--- src/rtl/fetch_if_pkg.sv ---
`default_nettype none
// ============================================================================
// fetch_if_pkg : shared types and constants for the instruction fetch unit
// Revision 1.0 - initial release
// ============================================================================
package fetch_if_pkg;

   localparam int unsigned INSTR_W          = 16;
   localparam logic [31:0] RESET_PC_DEFAULT = 32'h0000_0000;

   typedef enum logic [2:0] {
      S_REQ   = 3'd0,
      S_WAIT  = 3'd1,
      S_ISSUE = 3'd2,
      S_DRAIN = 3'd3,
      S_HALT  = 3'd4
   } fetch_state_t;

endpackage : fetch_if_pkg
`default_nettype wire

--- src/rtl/fetch_if.sv ---
`default_nettype none
// ============================================================================
// fetch_if : fetches 32-bit words and presents them as two 16-bit instructions
// Revision 1.0 - initial release
// ============================================================================
module fetch_if
   import fetch_if_pkg::*;
#(
   parameter logic [31:0] RESET_PC = RESET_PC_DEFAULT
) (
   input  logic               clk_i,
   input  logic               rst_i,
   input  logic               stall_i,
   input  logic               branch_i,
   input  logic [31:0]        branch_target_i,
   input  logic               end_program_i,
   output logic               imem_req_o,
   output logic [31:0]        imem_addr_o,
   input  logic [31:0]        imem_rdata_i,
   input  logic               imem_valid_i,
   output logic [INSTR_W-1:0] instr_o,
   output logic               instr_en_o,
   output logic [31:0]        next_programm_counter_o
);

   fetch_state_t state_q, state_d;
   logic [31:0]  pc_q, pc_d;
   logic [31:0]  word_q, word_d;
   logic [31:0]  w_pc_plus2;
   logic [31:0]  w_target;
   logic         w_unused_target_lsb;

   assign w_pc_plus2          = pc_q + 32'd2;
   assign w_target            = {branch_target_i[31:1], 1'b0};
   assign w_unused_target_lsb = branch_target_i[0];

   always_ff @(posedge clk_i) begin
      if (rst_i) begin
         state_q <= S_REQ;
         pc_q    <= {RESET_PC[31:1], 1'b0};
         word_q  <= '0;
      end else begin
         state_q <= state_d;
         pc_q    <= pc_d;
         word_q  <= word_d;
      end
   end

   always_comb begin
      state_d = state_q;
      pc_d    = pc_q;
      word_d  = word_q;
      if (end_program_i) begin
         state_d = S_HALT;
      end else begin
         case (state_q)
            S_REQ: begin
               // The request already went out this cycle, so its response must be drained.
               if (branch_i) begin
                  pc_d    = w_target;
                  state_d = S_DRAIN;
               end else begin
                  state_d = S_WAIT;
               end
            end
            S_WAIT: begin
               if (branch_i) begin
                  pc_d    = w_target;
                  state_d = imem_valid_i ? S_REQ : S_DRAIN;
               end else if (imem_valid_i) begin
                  word_d  = imem_rdata_i;
                  state_d = S_ISSUE;
               end
            end
            S_ISSUE: begin
               if (branch_i) begin
                  pc_d    = w_target;
                  state_d = S_REQ;
               end else if (!stall_i) begin
                  pc_d    = w_pc_plus2;
                  state_d = pc_q[1] ? S_REQ : S_ISSUE;
               end
            end
            S_DRAIN: begin
               if (branch_i) begin
                  pc_d = w_target;
               end
               if (imem_valid_i) begin
                  state_d = S_REQ;
               end
            end
            S_HALT: begin
               state_d = S_HALT;
            end
            default: begin
               state_d = S_REQ;
            end
         endcase
      end
   end

   // Reset masks the request so a held reset never launches a read.
   assign imem_req_o              = (state_q == S_REQ) && !rst_i;
   assign imem_addr_o             = {pc_q[31:2], 2'b00};
   assign instr_en_o              = (state_q == S_ISSUE);
   assign instr_o                 = pc_q[1] ? word_q[31:16] : word_q[15:0];
   assign next_programm_counter_o = w_pc_plus2;

endmodule : fetch_if
`default_nettype wire

--- config.mk ---
export PLATFORM = sky130hd
export DESIGN_NAME = fetch_if
export DESIGN_NICKNAME = d
export VERILOG_FILES = /design/src/rtl/fetch_if_pkg.sv /design/src/rtl/fetch_if.sv
export SDC_FILE = /design/constraint.sdc
export NUM_CORES = 1
export LEC_CHECK = 0
export ABC_AREA = 1
export BUFFER_PORTS_ARGS = -buffer_cell sky130_fd_sc_hd__buf_2
export CAP_MARGIN = 20
export CELL_PAD_IN_SITES_DETAIL_PLACEMENT = 0
export CELL_PAD_IN_SITES_GLOBAL_PLACEMENT = 2
export CORE_MARGIN = 2
export CORE_UTILIZATION = 28
export CTS_BUF_LIST = sky130_fd_sc_hd__clkbuf_4 sky130_fd_sc_hd__clkbuf_8
export CTS_CLUSTER_DIAMETER = 150
export DETAILED_ROUTE_END_ITERATION = 12
export PLACE_DENSITY_LB_ADDON = 0.1
export SLEW_MARGIN = 40
export SYNTH_ARGS = -nofsm -noshare
export SYNTH_HDL_FRONTEND = slang
export SYNTH_SLANG_ARGS = --single-unit
export TNS_END_PERCENT = 5
--- constraint.sdc ---
create_clock -name clk_i -period 3.6 [get_ports clk_i]
set_clock_uncertainty 0.2 [all_clocks]
set_input_delay 0.36 -clock clk_i [delete_from_list [all_inputs] [get_ports clk_i]]
set_output_delay 0.36 -clock clk_i [all_outputs]
set_load 0.05 [all_outputs]
Yosys cells after proc, flatten, opt, wreduce, memory -nomap -nowiden
Cells that the tools add are included.

storage, ports and cells
  bits of input ports = 70
  flip-flop bits (word level) = 67
  word-level logic and storage cells = 43

operators by class
  mux-type cells = 15
  equality and inequality tests = 11
  add/subtract/negate cells = 1
  reduce and logical (&&, ||, !) cells = 10
  bitwise logic cells = 2

operators by type and width
  operator                                        number
  2-to-1 mux 32 bit                               3
  one-hot mux 32 bit (2 select lines)             1
  adder 32 x 2 -> 32 bit (second input constant)  1
  2-to-1 mux 3 bit                                6
  2-to-1 mux 16 bit                               1
  one-hot mux 3 bit (5 select lines)              1
  != test 3 bit (second input constant)           3
  != test 4 bit (second input constant)           2
  AND reduction 4 bit                             2
  == test 3 x 2 -> 1 bit (second input constant)  2
  2-to-1 mux 2 bit                                3
  AND reduction 3 bit                             2
  == test 3 x 1 -> 1 bit (second input constant)  1
  == test 3 bit (second input constant)           1
  logical NOT 3 bit                               1
  OR reduction 3 bit                              1
  != test 2 x 1 -> 1 bit (second input constant)  1
  != test 2 bit (second input constant)           1
  inverter 1 bit                                  2
  nonzero test 2 bit                              1
  OR reduction 2 bit                              1
  logical AND 1 bit                               1
  logical NOT 1 bit                               1

Depth between registers and ports, before layout
Gate-level depths: netlist of the first run.

  depth after elaboration = 5
  gate-level depth with buffers = 11
  mapped depth without buffers = 10

Worst setup path after synthesis of the first run
Ideal clock, no wire load.

  path kind = register to output
  start point = register pc_q[2]
  end point = output port next_programm_counter_o[15]
  data arrival time = 1.848 ns
  path buffers = 0
  slack = 1.192 ns
  cell stages (with the launch flop) = 7
  data required time = 3.040 ns
  cell sequence = dfxtp_1 -> ha_1 -> nand2_1 -> nor2_2 -> nand2_1 -> nor2_2 -> xor2_1

between the ends
  longest elaborated chain between the ends = 1

ends and longest elaborated chain
  item                    RTL line        RTL
  start, declared         fetch_if.sv:27  logic [31:0] pc_q, pc_d;
  start signal, assigned  fetch_if.sv:40  pc_q <= {RESET_PC[31:1], 1'b0};
  start signal, assigned  fetch_if.sv:44  pc_q <= pc_d;
  adder 32 x 2 -> 32 bit  fetch_if.sv:33  assign w_pc_plus2 = pc_q + 32'd2;
  end, declared           fetch_if.sv:23  output logic [31:0] next_programm_counter_o

Every way passes these cells.

Worst setup path after layout of the first run
  start point = register pc_q[1]
  end point = output port next_programm_counter_o[23]

Same word-level chain as after synthesis.

==> impl_metrics.json, run 1 <==
{
  "routed.top_layer": "met4",
  "clk_path_buf_depth": 2,
  "cp.arrival_ps": 2430,
  "leakage_nw": 2.63,
  "fin_cells": 981,
  "place_congestion": 0.771,
  "cts_tree": "built",
  "num-nets-final": 861,
  "max_freq_ghz": 0.335,
  "worst_ep_required_time_ps": 3040,
  "grt_pass1_vias": 4320,
  "cts.sinks": 66,
  "p_total_mw": 1.96,
  "rrSetupSlack_ps": 1370,
  "wirelength_um": 13200,
  "power_density_nw_per_um2": 379,
  "insertion_delay_ps": 370,
  "synth_warnings": 0,
  "cts_made_buffers": 9,
  "peakVddDrop_v": 0.000296,
  "r2r-start": "pc_q[1]",
  "synth.ff_latch_count": 66,
  "tightest_slew_ps": 598,
  "fin_crit_ps": 2990,
  "dieArea_um2": 15600,
  "worstHoldPathType": "in2reg",
  "grt_overflow": 0,
  "syn_avg_cell_area_um2": 6.20,
  "seq_area_frac_synth": 0.322,
  "relSlewSlack": 0.601,
  "dp_cells": 942,
  "ant_nets": 0,
  "design.core.area_um2": 14400,
  "outcome": "completed",
  "fin_area_um2": 5170,
  "viasPerCell": 4.39,
  "hold_start": "imem_rdata_i[15]",
  "drt_pass1_iterations": 4,
  "wl_met2_um": 6330,
  "track_usage": 0.169,
  "hold_buffers": 21,
  "die_height_um": 125,
  "critical_path.max_fanout": 20,
  "area_delta_synth_final_pct": 25.9,
  "layout_commonest_cell": "nand2_1",
  "met3WireLength_um": 768,
  "setup_viol": 0,
  "dr.first_iter.drc_count": 150,
  "critPathKind": "reg2out",
  "drive_gt1_frac": 0.240,
  "clk_pin_slew_ps": 80,
  "synthCells": 662,
  "fin_setup_tns_ps": 0,
  "cp-end-kind": "output pin",
  "route.vias.total": 4305,
  "portBuffers": 147,
  "root_buffer": "clkbuf_8",
  "critPathLaunchType": "flip-flop",
  "rsz0062_at_grt": "false",
  "wl_met1_um": 5930,
  "fp.dieW_um": 125,
  "cts_resized": 0,
  "initial_utilization": 0.285,
  "finalCritPeriodShare": 0.830,
  "maxCapViolations": 0,
  "dp_hpwl_um": 9250,
  "ios": 152,
  "htree_levels": 3,
  "grt_start_max_net_pins": 60,
  "crit_start": "pc_q[1]",
  "finalHoldViolCount": 0,
  "timing.rr.end": "pc_q[23]",
  "layout_common_cells": "nand2_1, buf_2, nor2_1",
  "num_rows": 44,
  "worst-r2r-cell-count": 10,
  "drc": 0,
  "cts_setup_buffers": 0,
  "drv_slew": 0,
  "synth_cell_types": 32,
  "grt_pass1_wl_um": 21500,
  "antenna_found_initial": 1,
  "netlist_area_um2": 4100,
  "critPathCapture": "next_programm_counter_o[23]",
  "placed_cell_area_um2": 4750,
  "wire_per_inst_um": 13.5
}
## stage by stage
stage / utilization / setup WS, ps / hold WS, ps
after CTS: 0.358 / 533 / 0.775
after detailed placement: 0.329 / 954 / 298
after global placement: 0.329 / 952 / 293
after global routing: 0.358 / 415 / 23.2
final: 0.358 / 611 / 30.7
after floorplan: - / 1190 / 229
## logic make-up after synthesis
family | Yosys count | synth area share
AND/OR/NAND/NOR | 363 | 0.371
buffers and inverters | 115 | 0.143
AO/OA/AOI/OAI | 101 | 0.128
flip-flops | 66 | 0.322
XOR/XNOR | 15 | 0.0320
adder cells (fa/ha/maj) | 1 | 0.00305
other | 1 | 0.000914
## layer usage
layer / up-vias / global-route usage
met4: 0 / 0.0464
met5: - / 0
met2: 101 / 0.294
met1: 1918 / 0.200
met3: 10 / 0.0548
li1: 2276 / -
## synthesized netlist by cell type
cell type	n	area (um2)
a21boi_0	1	7.51
a21oi_1	34	170
buf_1	1	3.75
buf_2	5	25.0
buf_4	33	248
buf_6	3	33.8
clkbuf_1	17	63.8
conb_1	1	3.75
dfxtp_1	66	1320
ha_1	1	12.5
inv_1	53	199
inv_2	2	7.51
inv_4	1	6.26
nand2_1	177	664
nand2_2	1	6.26
nand2_4	1	11.3
nand3_1	14	70.1
nand3_2	1	10.0
nand3b_1	8	60.1
nor2_1	144	541
nor2_2	4	25.0
nor2_4	8	90.1
nor3_1	2	10.0
nor4_4	1	21.3
o211a_1	2	20.0
o21ai_0	61	305
o21bai_1	1	7.51
o311ai_0	1	8.76
o31ai_1	1	7.51
or2_2	2	12.5
xnor2_1	4	35.0
xor2_1	11	96.3
## area by class of cell
cell class	instances	area (um2)
fill	1682	9260
multi-input combinational	483	2200
sequential	66	1320
timing repair buffer	174	991
tap	184	230
inverter	56	213
clock buffer	10	138
clock inverter	6	66.3
antenna	2	5.00
## power breakdown
| group | internal [mW] | switching (mW) | leakage, nW | total (mW) |
|---|---|---|---|---|
| sequential | 0.762 | 0.0397 | 0.538 | 0.802 |
| combinational | 0.134 | 0.356 | 2.00 | 0.489 |
| clock | 0.339 | 0.330 | 0.0945 | 0.668 |
| total | 1.23 | 0.725 | 2.63 | 1.96 |
## state kept, by name (all words and copies together) (netlist names)
register	flops
word_q	32
pc_q	31
state_q	3
## how the worst min path moves through the flow
stage / to / depth (start not counted) / slack, ps
4_1_cts: word_q[15] / 3 / 0.8
6_report: word_q[15] / 3 / 30
3_3_place_gp: word_q[20] / 2 / 290
3_5_place_dp: word_q[14] / 2 / 300
5_1_grt: word_q[7] / 3 / 20
2_1_floorplan: pc_q[4] / 1 / 230
## worst max-delay path: stages (launching register included)
cell      delay [ps]
dfxtp_1          310
buf_4            260
ha_1             230
nand2_1           80
nor2_2           180
nand2_1          120
nor2_2           370
nand3b_1         130
nand2_1          120
buf_2            270
Note: power is estimated with default switching activity, not from simulation.
==> run 2, diff against run 1 <==
--- a/config.mk
+++ b/config.mk
@@ -5,7 +5,7 @@
 export SDC_FILE = /design/constraint.sdc
 export NUM_CORES = 1
 export LEC_CHECK = 0
-export ABC_AREA = 1
+export ABC_AREA = 0
 export BUFFER_PORTS_ARGS = -buffer_cell sky130_fd_sc_hd__buf_2
 export CAP_MARGIN = 20
 export CELL_PAD_IN_SITES_DETAIL_PLACEMENT = 0
==> constraint.sdc (replaced) <==
create_clock -name clk_i -period 2.8 [get_ports clk_i]
set_clock_uncertainty 0.2 [all_clocks]
set_input_delay 0.28 -clock clk_i [delete_from_list [all_inputs] [get_ports clk_i]]
set_output_delay 0.28 -clock clk_i [all_outputs]
set_load 0.05 [all_outputs]
==> run 2 against run 1 <==
Effect of this change: power rose by 34%; critical path depth is 2 lower; register-to-register slack got worse by 940 ps; sequential cell count did not move; via count shrank 2.4%; critical path type unchanged; die area is 0.62% higher.
==> impl_metrics.json, run 2 <==
{
  "reg.largest.list": "word_q x32, pc_q x31, state_q x3",
  "fin_setup_tns_ps": 0,
  "clk_path_buf_depth": 2,
  "layout_commonest_cell": "buf_2",
  "cpMostUsedCell": "buf_4",
  "ios": 152,
  "design.core.area_um2": 14500,
  "drc": 0,
  "grt_pass1_vias": 4128,
  "rrSetupSlack_ps": 430,
  "cp.arrival_ps": 2240,
  "viasPerCell": 4.88,
  "antenna_found_initial": 0,
  "portBuffers": 147,
  "track_usage": 0.168,
  "grt_pass1_wl_um": 21200,
  "dieArea_um2": 15700,
  "hold_start": "branch_target_i[31]",
  "cts.sinks": 66,
  "grt_overflow": 0,
  "yosysMostFrequentCell": "nand2_1",
  "cts_made_buffers": 9,
  "rsz0062_at_grt": "true",
  "ant_nets": 0,
  "cts_tree": "built",
  "tightest_slew_ps": 676,
  "critPathMaxStageDelay_ps": 400,
  "wirelength_um": 13400,
  "async_flop_share": 0,
  "max_freq_ghz": 0.368,
  "cp-end-kind": "output pin",
  "grt_start_max_net_pins": 52,
  "worstHoldPathType": "in2reg",
  "seq_area_frac_synth": 0.320,
  "finalHoldViolCount": 0,
  "synth.ff_latch_count": 66,
  "insertion_delay_ps": 350,
  "netlist_area_um2": 4130,
  "worst-r2r-cell-count": 6,
  "layout_common_cells": "buf_2, nand2_1, dfxtp_1",
  "synth_area_leaders": "dfxtp_1, nand2_1, buf_4",
  "n_antenna_cell": 0,
  "setup_viol": 0,
  "drt_pass1_iterations": 6,
  "synth-edff-count": 0,
  "outcome": "completed",
  "synth_warnings": 0,
  "hold_path_depth": 3,
  "yosysTopAreaCellShare": 0.320,
  "fillers": 1555,
  "root_buffer": "clkbuf_8",
  "synthCells": 524,
  "route.vias.total": 4200,
  "timing.rr.end": "pc_q[21]",
  "finalCritPeriodShare": 0.972,
  "wire_per_inst_um": 15.6,
  "critical_path.max_fanout": 8,
  "min_to": "pc_q[31]",
  "top_register": "word_q",
  "fin_crit_ps": 2720,
  "worst_ep_required_time_ps": 2320,
  "synth.top_cells.by_count": "nand2_1, dfxtp_1, a21oi_1",
  "synth_flop_cell": "dfxtp_1",
  "dr.first_iter.drc_count": 224,
  "htree_levels": 3,
  "clk_pin_slew_ps": 80,
  "num_rows": 44,
  "r2r-start": "pc_q[18]",
  "die_height_um": 125,
  "synth_area_leader_cell": "dfxtp_1",
  "relSlewSlack": 0.549,
  "dp_hpwl_um": 9310,
  "critPathLaunchType": "flip-flop",
  "cp_slowest_cell": "dfxtp_2",
  "largest_reg_flops": 32,
  "initial_utilization": 0.285,
  "drv_slew": 0,
  "power_density_nw_per_um2": 475,
  "syn_avg_cell_area_um2": 7.88,
  "peakVddDrop_v": 0.000252,
  "maxCapViolations": 0,
  "fin_util": 0.382,
  "leakage_nw": 2.35,
  "place_congestion": 0.757,
  "path_cells": "ha_1, nand3_4, nor3_4, buf_4, nand4_1, xnor2_1, buf_4",
  "critPathKind": "reg2out",
  "num-nets-final": 742,
  "fp.dieW_um": 125,
  "synth_cell_types": 57,
  "area_delta_synth_final_pct": 34.0,
  "drive_gt1_frac": 0.345
}
==> run 2: cell types whose count changed in the layout (fill, tap and decap cells not counted), moves of 8 or more <==
cell           delta
xnor2_1          +15
a32oi_1          +10
and2_1            +8
buf_4            +21
a21oi_1          +15
nand2_1          -85
mux2_2           +18
inv_1            -46
dlygate4sd3_1    +13
nor2_1          -125
a31oi_1          +13
o21ai_0          -38
nand4_1          +11
==> run 2: worst max-delay path: cells and delay by family (launching register included) <==
| family | cells | cell delay (ps) |
|---|---|---|
| fa+ha+maj | 1 | 250 |
| simple gates | 3 | 630 |
| xor+xnor | 1 | 220 |
| buf+inv | 2 | 390 |
| flops | 1 | 400 |
==> run 2: routing by layer <==
layer / global-route usage / share of wire / routed length [um]
met1: 0.207 / 0.44 / 5930
met4: 0.0660 / 0.018 / 242
met2: 0.280 / 0.48 / 6420
met3: 0.0445 / 0.062 / 831
met5: 0 / 0 / 0
==> run 2: worst max path at each step <==
| stage | slack [ps] | to | from | cells past startpoint |
|---|---|---|---|---|
| after floorplan | 110 | next_programm_counter_o[29] | pc_q[2] | 6 |
| after CTS | -40 | next_programm_counter_o[30] | pc_q[10] | 5 |
| after detailed placement | 240 | next_programm_counter_o[30] | pc_q[1] | 6 |
| after global placement | 250 | next_programm_counter_o[30] | pc_q[1] | 6 |
| after global routing | -100 | next_programm_counter_o[31] | pc_q[2] | 7 |
| final | 80 | next_programm_counter_o[31] | pc_q[2] | 7 |
==> run 2: cells by family (layout without fill, tap and decap cells) <==
logic type,Yosys count,after routing,share of synthesized area
muxes,20,20,0.0539
AOI/OAI and AO/OA,122,122,0.179
buffers and inverters,81,231,0.119
and+or+nand+nor,203,203,0.260
DFF,66,66,0.320
other,1,3,0.000908
xor gates and xnor gates,30,30,0.0636
adders and majority gates,1,1,0.00303
==> run 2: what timing repair did <==
| action | 4_1_cts | 5_1_grt |
|---|---|---|
| buffers inserted | 1 | 1 |
| resized for setup | 6 | 8 |
| hold endpoints to repair | 34 | 0 |
| hold buffers | 34 | 0 |
| setup endpoints to repair | 13 | 19 |
| pin swaps | 1 | 2 |
==> run 2: final cells by class <==
type                    count  area (um2)  share of cell area
repair buffers            209        1310               0.236
flip-flops and latches     66        1330               0.240
well taps                 184         230              0.0416
clock buffers               9         124              0.0224
clock inverters             7         141              0.0255
multi-input cells         379        2380               0.430
inverters                   6        22.5             0.00407
==> run 2: stage by stage <==
stage | instances | instance area [um2] | hold WS, ps | setup slack [ps] | power [mW]
finish | 860 | 5530 | 49.3 | 79.7 | 2.63
floorplan | 526 | 4140 | 201 | 110 | 1.40
global route | 860 | 5530 | 61.6 | -97.9 | 2.76
global placement | 808 | 4850 | 240 | 253 | 1.53
CTS | 859 | 5500 | 26.6 | -37.2 | 2.67
detailed placement | 808 | 4860 | 247 | 241 | 1.53
==> run 2: report_power, final <==
| group | switching [mW] | internal (mW) |
|---|---|---|
| clock network | 0.401 | 0.681 |
| registers | 0.0434 | 0.967 |
| logic | 0.353 | 0.184 |
| total | 0.797 | 1.83 |
